$ cat config.mk
export PLATFORM = sky130hd
export DESIGN_NAME = ycconfig_loader_flat
export DESIGN_NICKNAME = d
export VERILOG_FILES = /design/src/rtl/ycconfig_loader_if.sv /design/src/rtl/ycconfig_loader.sv /design/src/flat_wrapper.sv
export SDC_FILE = /design/constraint.sdc
export NUM_CORES = 1
export LEC_CHECK = 0
export CAP_MARGIN = 20
export CORE_UTILIZATION = 49
export CTS_CLUSTER_SIZE = 16
export DETAILED_ROUTE_END_ITERATION = 12
export GPL_TIMING_DRIVEN = 0
export HOLD_SLACK_MARGIN = 0.03
export PLACE_DENSITY = 0.77
export SYNTH_ARGS = -nofsm -noshare
export SYNTH_HDL_FRONTEND = slang
export SYNTH_SLANG_ARGS = --single-unit
$ cat constraint.sdc
create_clock -name confclk -period 2.34 [get_ports confclk]
set_input_delay 0.234 -clock confclk [delete_from_list [all_inputs] [get_ports confclk]]
set_output_delay 0.234 -clock confclk [all_outputs]
set_load 0.02 [all_outputs]
$ cat src/rtl/ycconfig_loader_if.sv
// Cell-code handshake between a code source (master) and the configuration loader (slave).
// A code transfers on a confclk edge where code_valid and code_ready are both 1; the source holds code/code_valid stable until then.
interface ycconfig_loader_if #(
  parameter int CBITS = 3
);
  logic             code_valid;
  logic [CBITS-1:0] code;
  logic             code_ready;

  modport master (
    output code_valid,
    output code,
    input  code_ready
  );

  modport slave (
    input  code_valid,
    input  code,
    output code_ready
  );
endinterface

$ cat src/rtl/ycconfig_loader.sv
// Serialises CBITS-wide cell codes MSB-first into the yellow-cell configuration chain and flags frame completion.
// Build option READBACK_EN adds capture of the codes displaced out of the chain tail.
module ycconfig_loader #(
  parameter int CBITS  = 3,
  parameter int NCELLS = 16
) (
  input  logic             confclk,
  input  logic             reset,
  input  logic             abort,
  ycconfig_loader_if.slave cif,
  output logic             cbitout,
  output logic             cen,
  output logic             frame_done,
  output logic             busy,
  input  logic             cbitret,
  output logic             rb_valid,
  output logic [CBITS-1:0] rb_code,
  output logic [1:0]       dbg_state
);

  localparam int BW = (CBITS  > 1) ? $clog2(CBITS)  : 1;
  localparam int CW = (NCELLS > 1) ? $clog2(NCELLS) : 1;
  localparam logic [BW-1:0] LAST_BIT  = BW'(CBITS - 1);
  localparam logic [CW-1:0] LAST_CELL = CW'(NCELLS - 1);

  typedef enum logic [1:0] {
    S_IDLE  = 2'd0,
    S_SHIFT = 2'd1,
    S_DONE  = 2'd2
  } state_e;

  state_e           state_q, state_d;
  logic [CBITS-1:0] shreg_q, shreg_d;
  logic [BW-1:0]    bit_cnt_q, bit_cnt_d;
  logic [CW-1:0]    cell_cnt_q, cell_cnt_d;
  logic             code_ready_q, code_ready_d;
  logic             cbitout_q, cbitout_d;
  logic             cen_q, cen_d;
  logic             frame_done_q, frame_done_d;
  logic             busy_q, busy_d;
  logic             accept;

  always_comb begin
    state_d    = state_q;
    shreg_d    = shreg_q;
    bit_cnt_d  = bit_cnt_q;
    cell_cnt_d = cell_cnt_q;
    accept     = cif.code_valid & code_ready_q;

    case (state_q)
      S_IDLE: begin
        if (accept) begin
          shreg_d   = cif.code;
          bit_cnt_d = '0;
          state_d   = S_SHIFT;
        end
      end
      S_SHIFT: begin
        shreg_d   = shreg_q << 1;
        bit_cnt_d = bit_cnt_q + BW'(1);
        if (bit_cnt_q == LAST_BIT) begin
          bit_cnt_d = '0;
          if (cell_cnt_q == LAST_CELL) begin
            cell_cnt_d = '0;
            state_d    = S_DONE;
          end else begin
            cell_cnt_d = cell_cnt_q + CW'(1);
            // Next code reloads on the final-bit edge so the chain never idles mid-frame.
            if (accept) begin
              shreg_d = cif.code;
            end else begin
              state_d = S_IDLE;
            end
          end
        end
      end
      S_DONE:  state_d = S_IDLE;
      default: state_d = S_IDLE;
    endcase

    if (abort) begin
      state_d    = S_IDLE;
      shreg_d    = '0;
      bit_cnt_d  = '0;
      cell_cnt_d = '0;
    end

    // Outputs are registered from the next-state view so they are flop-clean.
    cen_d        = (state_d == S_SHIFT);
    cbitout_d    = cen_d & shreg_d[CBITS-1];
    frame_done_d = (state_d == S_DONE);
    busy_d       = (state_d != S_IDLE);
    code_ready_d = (state_d == S_IDLE) ||
                   ((state_d == S_SHIFT) && (bit_cnt_d == LAST_BIT) && (cell_cnt_d != LAST_CELL));
  end

  always_ff @(posedge confclk or posedge reset) begin
    if (reset) begin
      state_q      <= S_IDLE;
      shreg_q      <= '0;
      bit_cnt_q    <= '0;
      cell_cnt_q   <= '0;
      code_ready_q <= 1'b1;
      cbitout_q    <= 1'b0;
      cen_q        <= 1'b0;
      frame_done_q <= 1'b0;
      busy_q       <= 1'b0;
    end else begin
      state_q      <= state_d;
      shreg_q      <= shreg_d;
      bit_cnt_q    <= bit_cnt_d;
      cell_cnt_q   <= cell_cnt_d;
      code_ready_q <= code_ready_d;
      cbitout_q    <= cbitout_d;
      cen_q        <= cen_d;
      frame_done_q <= frame_done_d;
      busy_q       <= busy_d;
    end
  end

  assign cif.code_ready = code_ready_q;
  assign cbitout        = cbitout_q;
  assign cen            = cen_q;
  assign frame_done     = frame_done_q;
  assign busy           = busy_q;
  assign dbg_state      = state_q;

`ifdef READBACK_EN
  logic [CBITS-1:0] rb_shift_q, rb_shift_d;
  logic [CBITS-1:0] rb_code_q, rb_code_d;
  logic [BW-1:0]    rb_cnt_q, rb_cnt_d;
  logic             rb_valid_q, rb_valid_d;

  // The chain tail moves on exactly the edges where cen is high, so capture on those.
  always_comb begin
    rb_shift_d = rb_shift_q;
    rb_code_d  = rb_code_q;
    rb_cnt_d   = rb_cnt_q;
    rb_valid_d = 1'b0;
    if (cen_q) begin
      rb_shift_d = CBITS'({rb_shift_q, cbitret});
      if (rb_cnt_q == LAST_BIT) begin
        rb_cnt_d   = '0;
        rb_code_d  = rb_shift_d;
        rb_valid_d = 1'b1;
      end else begin
        rb_cnt_d = rb_cnt_q + BW'(1);
      end
    end
    if (abort) begin
      rb_shift_d = '0;
      rb_code_d  = rb_code_q;
      rb_cnt_d   = '0;
      rb_valid_d = 1'b0;
    end
  end

  always_ff @(posedge confclk or posedge reset) begin
    if (reset) begin
      rb_shift_q <= '0;
      rb_code_q  <= '0;
      rb_cnt_q   <= '0;
      rb_valid_q <= 1'b0;
    end else begin
      rb_shift_q <= rb_shift_d;
      rb_code_q  <= rb_code_d;
      rb_cnt_q   <= rb_cnt_d;
      rb_valid_q <= rb_valid_d;
    end
  end

  assign rb_valid = rb_valid_q;
  assign rb_code  = rb_code_q;
`else
  logic unused_cbitret;
  assign unused_cbitret = cbitret;
  assign rb_valid       = 1'b0;
  assign rb_code        = '0;
`endif

endmodule
$ cat src/flat_wrapper.sv
// flat-port wrapper written by rule: the top's interface ports become plain ports
module ycconfig_loader_flat 
#(
  parameter int CBITS  = 3,
  parameter int NCELLS = 16
)
  (confclk, reset, abort, cbitout, cen, frame_done, busy, cbitret, rb_valid, rb_code, dbg_state, cif_code_valid, cif_code, cif_code_ready);
  ycconfig_loader_if #(.CBITS(CBITS)) cif_i ();
  input  logic confclk;
  input  logic reset;
  input  logic abort;
  output logic cbitout;
  output logic cen;
  output logic frame_done;
  output logic busy;
  input  logic cbitret;
  output logic rb_valid;
  output logic [CBITS-1:0] rb_code;
  output logic [1:0] dbg_state;
  input wire logic [$bits(cif_i.code_valid)-1:0] cif_code_valid;
  input wire logic [$bits(cif_i.code)-1:0] cif_code;
  output wire logic [$bits(cif_i.code_ready)-1:0] cif_code_ready;
  assign cif_i.code_valid = cif_code_valid;
  assign cif_i.code = cif_code;
  assign cif_code_ready = cif_i.code_ready;
  ycconfig_loader #(.CBITS(CBITS), .NCELLS(NCELLS)) u_core (.confclk(confclk), .reset(reset), .abort(abort), .cif(cif_i), .cbitout(cbitout), .cen(cen), .frame_done(frame_done), .busy(busy), .cbitret(cbitret), .rb_valid(rb_valid), .rb_code(rb_code), .dbg_state(dbg_state));
endmodule
# Yosys cells after proc, flatten, opt, wreduce, memory -nomap -nowiden
# Index checks and enable logic that the tools add are counted.
totals:
  wordCells: 50
  register_bits: 16
  out_inout_bits: 11
  input_bits: 8
op_classes:
  muxes: 20
  eq_ne: 8
  n_addsub: 2
  n_reduce_logical: 8
  bitwise: 2
op_table:
  columns: ["operator", "n"]
  rows:
  - ["$mux W2", 8]
  - ["$mux W4", 4]
  - ["$mux W3", 5]
  - ["$pmux W2 S2", 2]
  - ["$eq A2 B2 Y1 const B", 3]
  - ["$pmux W3 S2", 1]
  - ["$add A4 B1 Y4 const B", 1]
  - ["$eq A2 B1 Y1 const B", 2]
  - ["$eq A4 B4 Y1 const B", 1]
  - ["$logic_not A2 Y1", 2]
  - ["$ne A4 B4 Y1 const B", 1]
  - ["$ne A3 B2 Y1 const B", 1]
  - ["$reduce_bool A3 Y1", 1]
  - ["$add A2 B1 Y2 const B", 1]
  - ["$and A1 B1 Y1", 2]
  - ["$logic_and A1 B1 Y1", 2]
  - ["$reduce_and A2 Y1", 1]
  - ["$reduce_bool A2 Y1", 1]
  - ["$logic_or A1 B1 Y1", 1]

# Longest topological paths before layout
# Gate-level depths: netlist of the first run.
logic_depth:
  depth_word: 10
  depth_mapped: 5
  mapped_depth_nobuf: 5

# Least setup slack after synthesis of the first run
# OpenSTA, ideal clock, no wires.
synth_timing:
  path_kind: "flip-flop to flip-flop"
  startpoint: "register u_core.cell_cnt_q[0]"
  endpoint: "register u_core.cbitout_q (netlist: u_core.cbitout)"
  period_less_slack_ps: 1636
  path_stages_with_launch: 6
  slack_ps: 704
  arrival_time_ps: 1515
  setup_ps: 122
  t_required_ps: 2218
  n_path_buf: 0
  path_cell_list: "dfrtp_1 -> ha_1 -> and3_4 -> nor3_2 -> mux2i_1 -> a2111oi_1"
synth_via:
  elab_chain_cells: 7
  elab_cells_between_ends: 11
  classes_between: "2 x eq/ne; 8 x mux; 1 x bitwise"
synth_rtl:
  columns: ["item", "line_no", "text"]
  rows:
  - ["from (decl)", "ycconfig_loader.sv:35", "logic [CW-1:0] cell_cnt_q, cell_cnt_d;"]
  - ["from (signal assigned)", "ycconfig_loader.sv:112", "cell_cnt_q <= cell_cnt_d;"]
  - ["$eq A4 B4 Y1 (*)", "ycconfig_loader.sv:63", "if (cell_cnt_q == LAST_CELL) begin"]
  - ["$mux W2", "ycconfig_loader.sv:63", null]
  - ["$mux W2", "ycconfig_loader.sv:61", "if (bit_cnt_q == LAST_BIT) begin"]
  - ["$pmux W2 S2", "ycconfig_loader.sv:50", "case (state_q)"]
  - ["$mux W2", "ycconfig_loader.sv:81", "if (abort) begin"]
  - ["$eq A2 B1 Y1", "ycconfig_loader.sv:89", "cen_d = (state_d == S_SHIFT);"]
  - ["$and A1 B1 Y1 (*)", "ycconfig_loader.sv:90", "cbitout_d = cen_d & shreg_d[CBITS-1];"]
  - ["via u_core.cbitout_d", "ycconfig_loader.sv:37", "logic cbitout_q, cbitout_d;"]
  - ["to (signal assigned)", "ycconfig_loader.sv:114", "cbitout_q <= cbitout_d;"]
  - ["to (decl)", "ycconfig_loader.sv:37", null]
# The timed path passes the listed nets; every way through them passes the cells marked *.
# A chain may end at the register's enable or synchronous reset.

# Worst setup path after layout of the first run
# Same ends and word-level chain as after synthesis.

==> results of run 1 <==
## worst max-delay path by stage
| stage | to | slack (ns) | startpoint | cells past startpoint |
|---|---|---|---|---|
| 2_1_floorplan | u_core.cbitout$_DFF_PP0_ | 0.70 | u_core.cell_cnt_q[0]$_DFF_PP0_ | 5 |
| 3_3_place_gp | u_core.cbitout$_DFF_PP0_ | 0.58 | u_core.cell_cnt_q[0]$_DFF_PP0_ | 5 |
| 3_5_place_dp | u_core.cbitout$_DFF_PP0_ | 0.52 | u_core.cell_cnt_q[0]$_DFF_PP0_ | 5 |
| 4_1_cts | u_core.cbitout$_DFF_PP0_ | 0.50 | u_core.cell_cnt_q[0]$_DFF_PP0_ | 5 |
| 5_1_grt | u_core.cbitout$_DFF_PP0_ | 0.38 | u_core.cell_cnt_q[0]$_DFF_PP0_ | 5 |
| 6_report | u_core.cbitout$_DFF_PP0_ | 0.51 | u_core.cell_cnt_q[0]$_DFF_PP0_ | 5 |
## registers in the layout, indices dropped and copies added (netlist names)
name                   flops
u_core.cif.code_ready      1
u_core.cen                 1
u_core.cbitout             1
u_core.dbg_state           2
u_core.busy                1
u_core.shreg_q             3
u_core.bit_cnt_q           2
u_core.frame_done          1
u_core.cell_cnt_q          4
## cells in the final DEF (no fill, tap or decap), drive strengths merged, types with 2 or more instances in the layout
| master | netlist | layout |
|---|---|---|
| nand3 | 2 | 2 |
| nor3 | 6 | 6 |
| clkbuf | 3 | 7 |
| conb | 1 | 4 |
| nand2b | 2 | 2 |
| dfrtp | 15 | 15 |
| a21oi | 7 | 7 |
| nor2 | 7 | 7 |
| inv | 4 | 4 |
| a32oi | 3 | 3 |
| a22oi | 2 | 2 |
| nor4bb | 2 | 2 |
| nand2 | 8 | 8 |
| clkdlybuf4s50 | 0 | 12 |
| buf | 5 | 5 |
| and3 | 2 | 2 |
| o21ai | 3 | 3 |
| a2111oi | 2 | 2 |
## area by class of cell
cell class	count	area, sq um
Fill cell	130	514
Multi-Input combinational cell	66	424
Buffer	8	52.6
Clock buffer	4	36.3
Tap cell	24	30.0
Inverter	4	15.0
Sequential cell	16	402
Timing Repair Buffer	12	120
## per-layer routing
layer  vias up  GRT usage  part of all wire
li1        361          -                 -
met5         -          0                 0
met3         2     0.0367             0.023
met2        11      0.382              0.53
met1       363      0.263              0.44
met4         0     0.0727             0.010
## power by group through the flow
stage | logic, mW | clock network (mW) | registers (mW)
2_1_floorplan | 0.0596 | 0 | 0.314
3_3_place_gp | 0.104 | 0 | 0.305
3_5_place_dp | 0.106 | 0 | 0.306
4_1_cts | 0.106 | 0.193 | 0.301
5_1_grt | 0.116 | 0.202 | 0.303
6_report | 0.106 | 0.190 | 0.300
## worst max-delay path, cell delays in order (launching register included)
cell,delay (ns)
dfrtp_1,0.46
ha_1,0.30
and3_4,0.23
nor3_2,0.22
mux2i_1,0.13
a2111oi_1,0.37
## synth_stat cells (3+ instances only)
| cell type | instances |
|---|---|
| nor3_1 | 5 |
| inv_1 | 4 |
| clkbuf_1 | 3 |
| a32oi_1 | 3 |
| nand2_1 | 8 |
| dfrtp_1 | 15 |
| buf_4 | 4 |
| a21oi_1 | 7 |
| nor2_1 | 7 |
## cell families after synthesis
logic type	count (synthesis)	synth area share
muxes	1	0.0113
AOI/OAI and AO/OA	21	0.163
adders and majority gates	1	0.0142
DFF	16	0.455
xor gates and xnor gates	1	0.00993
other	1	0.00425
buffers and inverters	12	0.0766
and+or+nand+nor	38	0.265
==> load_flow_metrics.sql, run 1 <==
INSERT INTO impl_metrics (metric_group, metric, value, unit) VALUES
('status', 'status', 'completed', ''),
('floorplanning', 'floorplan_die_width', '44.4', 'microns'),
('cts', 'cts.sinks', '16', ''),
('setup_path', 'critical_path.reg2reg.startpoint', 'u_core.cell_cnt_q[0]$_DFF_PP0_', ''),
('finish', 'n_antenna_cell', '0', ''),
('job', 'drv.max_cap_violation_count', '0', ''),
('timing', 'timing.clock.skew', '0.00712', 'ns'),
('global_route', 'global_route_wire_length_before_repair', '3.05', 'mm'),
('yosys', 'postSynthRegisterBits', '16', ''),
('timing', 'finalWorstSetupSlack', '0.508', 'ns'),
('place', 'placedInstanceArea', '1040', 'sq um'),
('power_and_ir_drop', 'sw_frac_of_total', '0.274', ''),
('timing', 'slew_viol_final', '0', ''),
('yosys', 'synth_top_area_share', '0.426', ''),
('floorplanning', 'core_area', '1590', 'sq um'),
('power_and_ir_drop', 'power.leakage', '0.453', 'nW'),
('yosys', 'yosysWarningCount', '0', ''),
('finish', 'design_area', '1080', 'sq um'),
('yosys', 'synth_enable_flop_cells', '0', ''),
('timing', 'final.hold.worst_slack', '0.291', 'ns'),
('route', 'routed_vias', '737', ''),
('cts', 'clock-root-buffer', 'clkbuf_4', ''),
('cts', 'clkTransAtPathRegs', '0.10', 'ns'),
('power_and_ir_drop', 'p_switching', '0.163', 'mW'),
('power_and_ir_drop', 'p_comb_frac', '0.178', ''),
('setup_path', 'worst-r2r-setup-slack', '0.51', 'ns'),
('worst_hold_path', 'hold_path_class', 'in2async', ''),
('setup_path', 'worstSetupPathType', 'reg2reg', ''),
('timing', 'worst_slew_margin_rel', '0.596', ''),
('route', 'drtAntennaViolNets', '0', ''),
('power_and_ir_drop', 'fin_total_pwr', '0.596', 'mW'),
('floorplanning', 'initial_core_util', '0.553', ''),
('floorplanning', 'rows', '14', ''),
('finish', 'layout-area-overhead-vs-synth', '22.4', '%'),
('global_route', 'track_usage', '0.215', ''),
('power_and_ir_drop', 'p_int', '0.433', 'mW'),
('cts', 'cts_buffers', '3', ''),
('power_and_ir_drop', 'power.share.sequential', '0.504', ''),
('finish', 'layout.nets', '120', ''),
('global_route', 'antenna_found_initial', '0', ''),
('setup_path', 'element_type_at_the_critical_path_start', 'flip-flop', ''),
('setup_path', 'cp-end-kind', 'flip-flop', ''),
('yosys', 'synth.distinct_cells', '40', ''),
('yosys', 'syn_inst', '91', ''),
('power_and_ir_drop', 'power_frac_clock', '0.318', ''),
('setup_path', 'cp.arrival', '2.01', 'ns'),
('yosys', 'avgSynthCellArea', '9.69', 'sq um'),
('power_and_ir_drop', 'power_density', '552', 'nW/um^2'),
('yosys', 'async_reset_ff_frac', '1.00', ''),
('cts', 'cts.htree.levels', '1', ''),
('cts', 'cts.hold.buffers_added', '0', ''),
('finish', 'finalCoreUtilization', '0.677', ''),
('setup_path', 'worstReg2RegEnd', 'u_core.cbitout$_DFF_PP0_', ''),
('place', 'routabilityCongestion', '0.819', ''),
('timing', 'final-setup-viol-count', '0', ''),
('floorplanning', 'ios', '19', ''),
('cts', 'post_cts.repair.setup_buffers', '0', ''),
('route', 'detailedRoute.firstPassIterationCount', '4', ''),
('route', 'post_drt_via_cell_ratio', '5.50', ''),
('setup_path', 'critPathRequiredTime', '2.52', 'ns'),
('yosys', 'synth-main-ff-cell', 'dfrtp_1', ''),
('cts', 'clkLatencyLatePin', '0.30', 'ns'),
('cts', 'max-clock-path-buffers', '2', ''),
('route', 'routed_length_per_instance', '13.5', 'microns'),
('cts', 'cts_tree', 'done', ''),
('global_route', 'grt_start_max_net_pins', '17', ''),
('route', 'drt-total-wl', '1.81', 'mm'),
('timing', 'layout_worst_path_cycle_share', '0.783', ''),
('place', 'hpwl', '1.36', 'mm'),
('floorplanning', 'chipHeight', '44.4', 'microns'),
('cts', 'cts_repair_resize_count', '0', '');
(Power assumes the default switching activity.)
==> run 2, diff against run 1 <==
Settings changed: CORE_UTILIZATION 49 to 44, PLACE_DENSITY 0.77 to 0.74.
Clock period 2.34 ns to 1.66 ns, I/O delays scaled along.
==> run 2 against run 1 <==
Via count is 0.41% lower. Final area is 7.4% higher. Die area is 11% higher. Critical path type unchanged. Largest cell class unchanged.
==> load_flow_metrics.sql, run 2 (synthesis gave the netlist of run 1 again) <==
INSERT INTO impl_metrics (metric_group, metric, value, unit) VALUES
('status', 'status', 'completed', ''),
('finish', 'n_fill_cell', '168', ''),
('cts', 'max-clock-path-buffers', '2', ''),
('route', 'dr.first_iter.drc_count', '7', ''),
('setup_path', 'worstSetupPathType', 'reg2reg', ''),
('timing', 'timing.setup.tns', '0', 'ns'),
('setup_path', 'ff2ff_path_depth', '5', ''),
('global_route', 'track_usage', '0.190', ''),
('setup_path', 'maximum_net_fanout_on_the_critical_path', '7', ''),
('floorplanning', 'floorplan_die_width', '46.8', 'microns'),
('timing', 'worst_slew_margin_rel', '0.593', ''),
('route', 'detailedRoute.firstPassIterationCount', '4', ''),
('timing', 'layout_worst_path_cycle_share', '0.951', ''),
('cts', 'cts.sinks', '16', ''),
('finish', 'leading_cell_type_in_the_layout_fill_and_taps_excluded', 'dfrtp_1', ''),
('finish', 'reg_top3', 'u_core.cell_cnt_q (4), u_core.shreg_q (3)', ''),
('power_and_ir_drop', 'power_frac_clock', '0.308', ''),
('cts', 'clkLatencyLatePin', '0.29', 'ns'),
('power_and_ir_drop', 'sw_frac_of_total', '0.273', ''),
('finish', 'drive_above_1_share', '0.212', ''),
('power_and_ir_drop', 'p_comb_frac', '0.196', ''),
('floorplanning', 'die_area', '2190', 'sq um'),
('setup_path', 'crit_start', 'u_core.dbg_state[0]$_DFF_PP0_', ''),
('finish', 'layout-area-overhead-vs-synth', '31.5', '%'),
('cts', 'cts_buffers', '3', ''),
('power_and_ir_drop', 'p_int', '0.620', 'mW'),
('route', 'drt-total-wl', '1.81', 'mm'),
('route', 'post_drt_via_cell_ratio', '5.32', ''),
('timing', 'layout_min_cycle_time', '1.58', 'ns'),
('cts', 'cts_tree', 'done', ''),
('timing', 'slew_viol_final', '0', ''),
('power_and_ir_drop', 'p_switching', '0.233', 'mW'),
('setup_path', 'element_type_at_the_critical_path_start', 'flip-flop', ''),
('finish', 'n_antenna_cell', '0', ''),
('route', 'routed_length_per_instance', '13.1', 'microns'),
('global_route', 'first_global_vias', '661', ''),
('setup_path', 'cp.arrival', '1.79', 'ns'),
('timing', 'finalWorstSetupSlack', '0.0806', 'ns'),
('place', 'hpwl', '1.24', 'mm'),
('power_and_ir_drop', 'power.share.sequential', '0.496', ''),
('cts', 'clock-root-buffer', 'clkbuf_4', ''),
('floorplanning', 'rows', '15', ''),
('timing', 'achievable-frequency', '633', 'MHz'),
('global_route', 'residual_overflow_from_global_routing', '0', ''),
('power_and_ir_drop', 'power.leakage', '0.475', 'nW'),
('timing', 'timing_worst_slew_pin_value', '0.610', 'ns'),
('timing', 'rsz0062_at_grt', 'false', ''),
('timing', 'final-setup-viol-count', '0', ''),
('global_route', 'global_route_wire_length_before_repair', '2.86', 'mm'),
('timing', 'finalHoldViolations', '0', ''),
('floorplanning', 'initial_core_util', '0.490', ''),
('finish', 'register_with_the_most_flip_flops', 'u_core.cell_cnt_q', ''),
('route', 'routed_vias', '734', ''),
('setup_path', 'critPathRequiredTime', '1.88', 'ns'),
('finish', 'mostFrequentLayoutCells', '15 x dfrtp_1, 11 x clkdlybuf4s50_1, 8 x nand2_1', ''),
('power_and_ir_drop', 'vdd.ir_drop.worst', '0.000556', 'V'),
('place', 'dp_slack', '-0.123', 'ns'),
('cts', 'cts.htree.levels', '1', ''),
('setup_path', 'cp-end-kind', 'flip-flop', ''),
('floorplanning', 'core_area', '1800', 'sq um'),
('cts', 'clkTransAtPathRegs', '0.10', 'ns'),
('route', 'drcViolationCount', '0', ''),
('floorplanning', 'ios', '19', ''),
('finish', 'largest_register_ffs', '4', ''),
('place', 'routabilityCongestion', '0.839', ''),
('place', 'portBuffers', '12', ''),
('power_and_ir_drop', 'power_density', '736', 'nW/um^2'),
('route', 'drtAntennaViolNets', '0', ''),
('finish', 'finalCoreUtilization', '0.644', ''),
('job', 'drv.max_cap_violation_count', '0', ''),
('global_route', 'antenna_found_initial', '0', ''),
('global_route', 'grt_start_max_net_pins', '17', ''),
('setup_path', 'critical_path.reg2reg.startpoint', 'u_core.dbg_state[0]$_DFF_PP0_', ''),
('timing', 'timing.clock.skew', '0.00758', 'ns'),
('worst_hold_path', 'hold_path_class', 'in2async', ''),
('finish', 'layout.nets', '123', ''),
('floorplanning', 'chipHeight', '46.8', 'microns');
-- run 2: worst paths after layout --
kind                                                    to  slack [ns]
max in group asynchronous             u_core.cen$_DFF_PP0_        1.02
min in group confclk           u_core.shreg_q[2]$_DFF_PP0_        0.31
setup / recovery           u_core.cif.code_ready$_DFF_PP1_        0.08
hold reg to reg              u_core.shreg_q[0]$_DFFE_PP0P_        0.54
hold / removal                 u_core.frame_done$_DFF_PP0_        0.24
setup reg to reg           u_core.cif.code_ready$_DFF_PP1_        0.08
-- run 2: routing by layer --
layer  track usage  wire (microns)  up-vias
met4         0.103              38        0
met1         0.236             812      345
met5             0               0        -
met3        0.0231              53        5
li1              -               -      370
met2         0.319             909       14
-- run 2: cell type report --
type	count	area (sq um)	area share
Multi-Input combinational cell	66	477	0.411
Sequential cell	16	402	0.346
Timing Repair Buffer	15	145	0.125
Buffer	8	53.8	0.0464
Clock buffer	4	36.3	0.0313
Tap cell	25	31.3	0.0270
Inverter	4	15.0	0.0129
-- run 2: power groups by stage --
stage	sequential [mW]	combinational [mW]	clock (mW)
after floorplan	0.443	0.0841	0
after global placement	0.430	0.147	0
after detailed placement	0.431	0.149	0
after CTS	0.423	0.151	0.270
after global routing	0.426	0.183	0.287
final	0.423	0.167	0.262
-- run 2: stage by stage --
step	total power [mW]	cells	cell area, sq um	hold WS (ns)
6_report	0.853	138	1160	0.236
5_1_grt	0.897	138	1160	0.326
4_1_cts	0.844	136	1100	0.262
3_5_place_dp	0.580	131	1040	0.528
3_3_place_gp	0.578	131	1040	0.511
2_1_floorplan	0.527	94	893	0.0790
-- run 2: repair_timing --
action / CTS / global route
setup buffers: 1 / 2
endpoints found under the setup margin: 3 / 5
resized for setup: 2 / 12
hold buffers: 0 / 0
pin swaps: 0 / 2
-- run 2: critical path: stages, from the launching register on --
cell and delay [ns]:
dfrtp_1 0.37, buf_6 0.14, nand2b_4 0.07, or3b_1 0.38
a2111o_1 0.37, a22oi_1 0.18
==> run 3, diff against run 2 <==
Settings changed: SLEW_MARGIN set to 20.
==> results of run 3 <==
Final layout, timing and power as in run 2 (identical DEF).
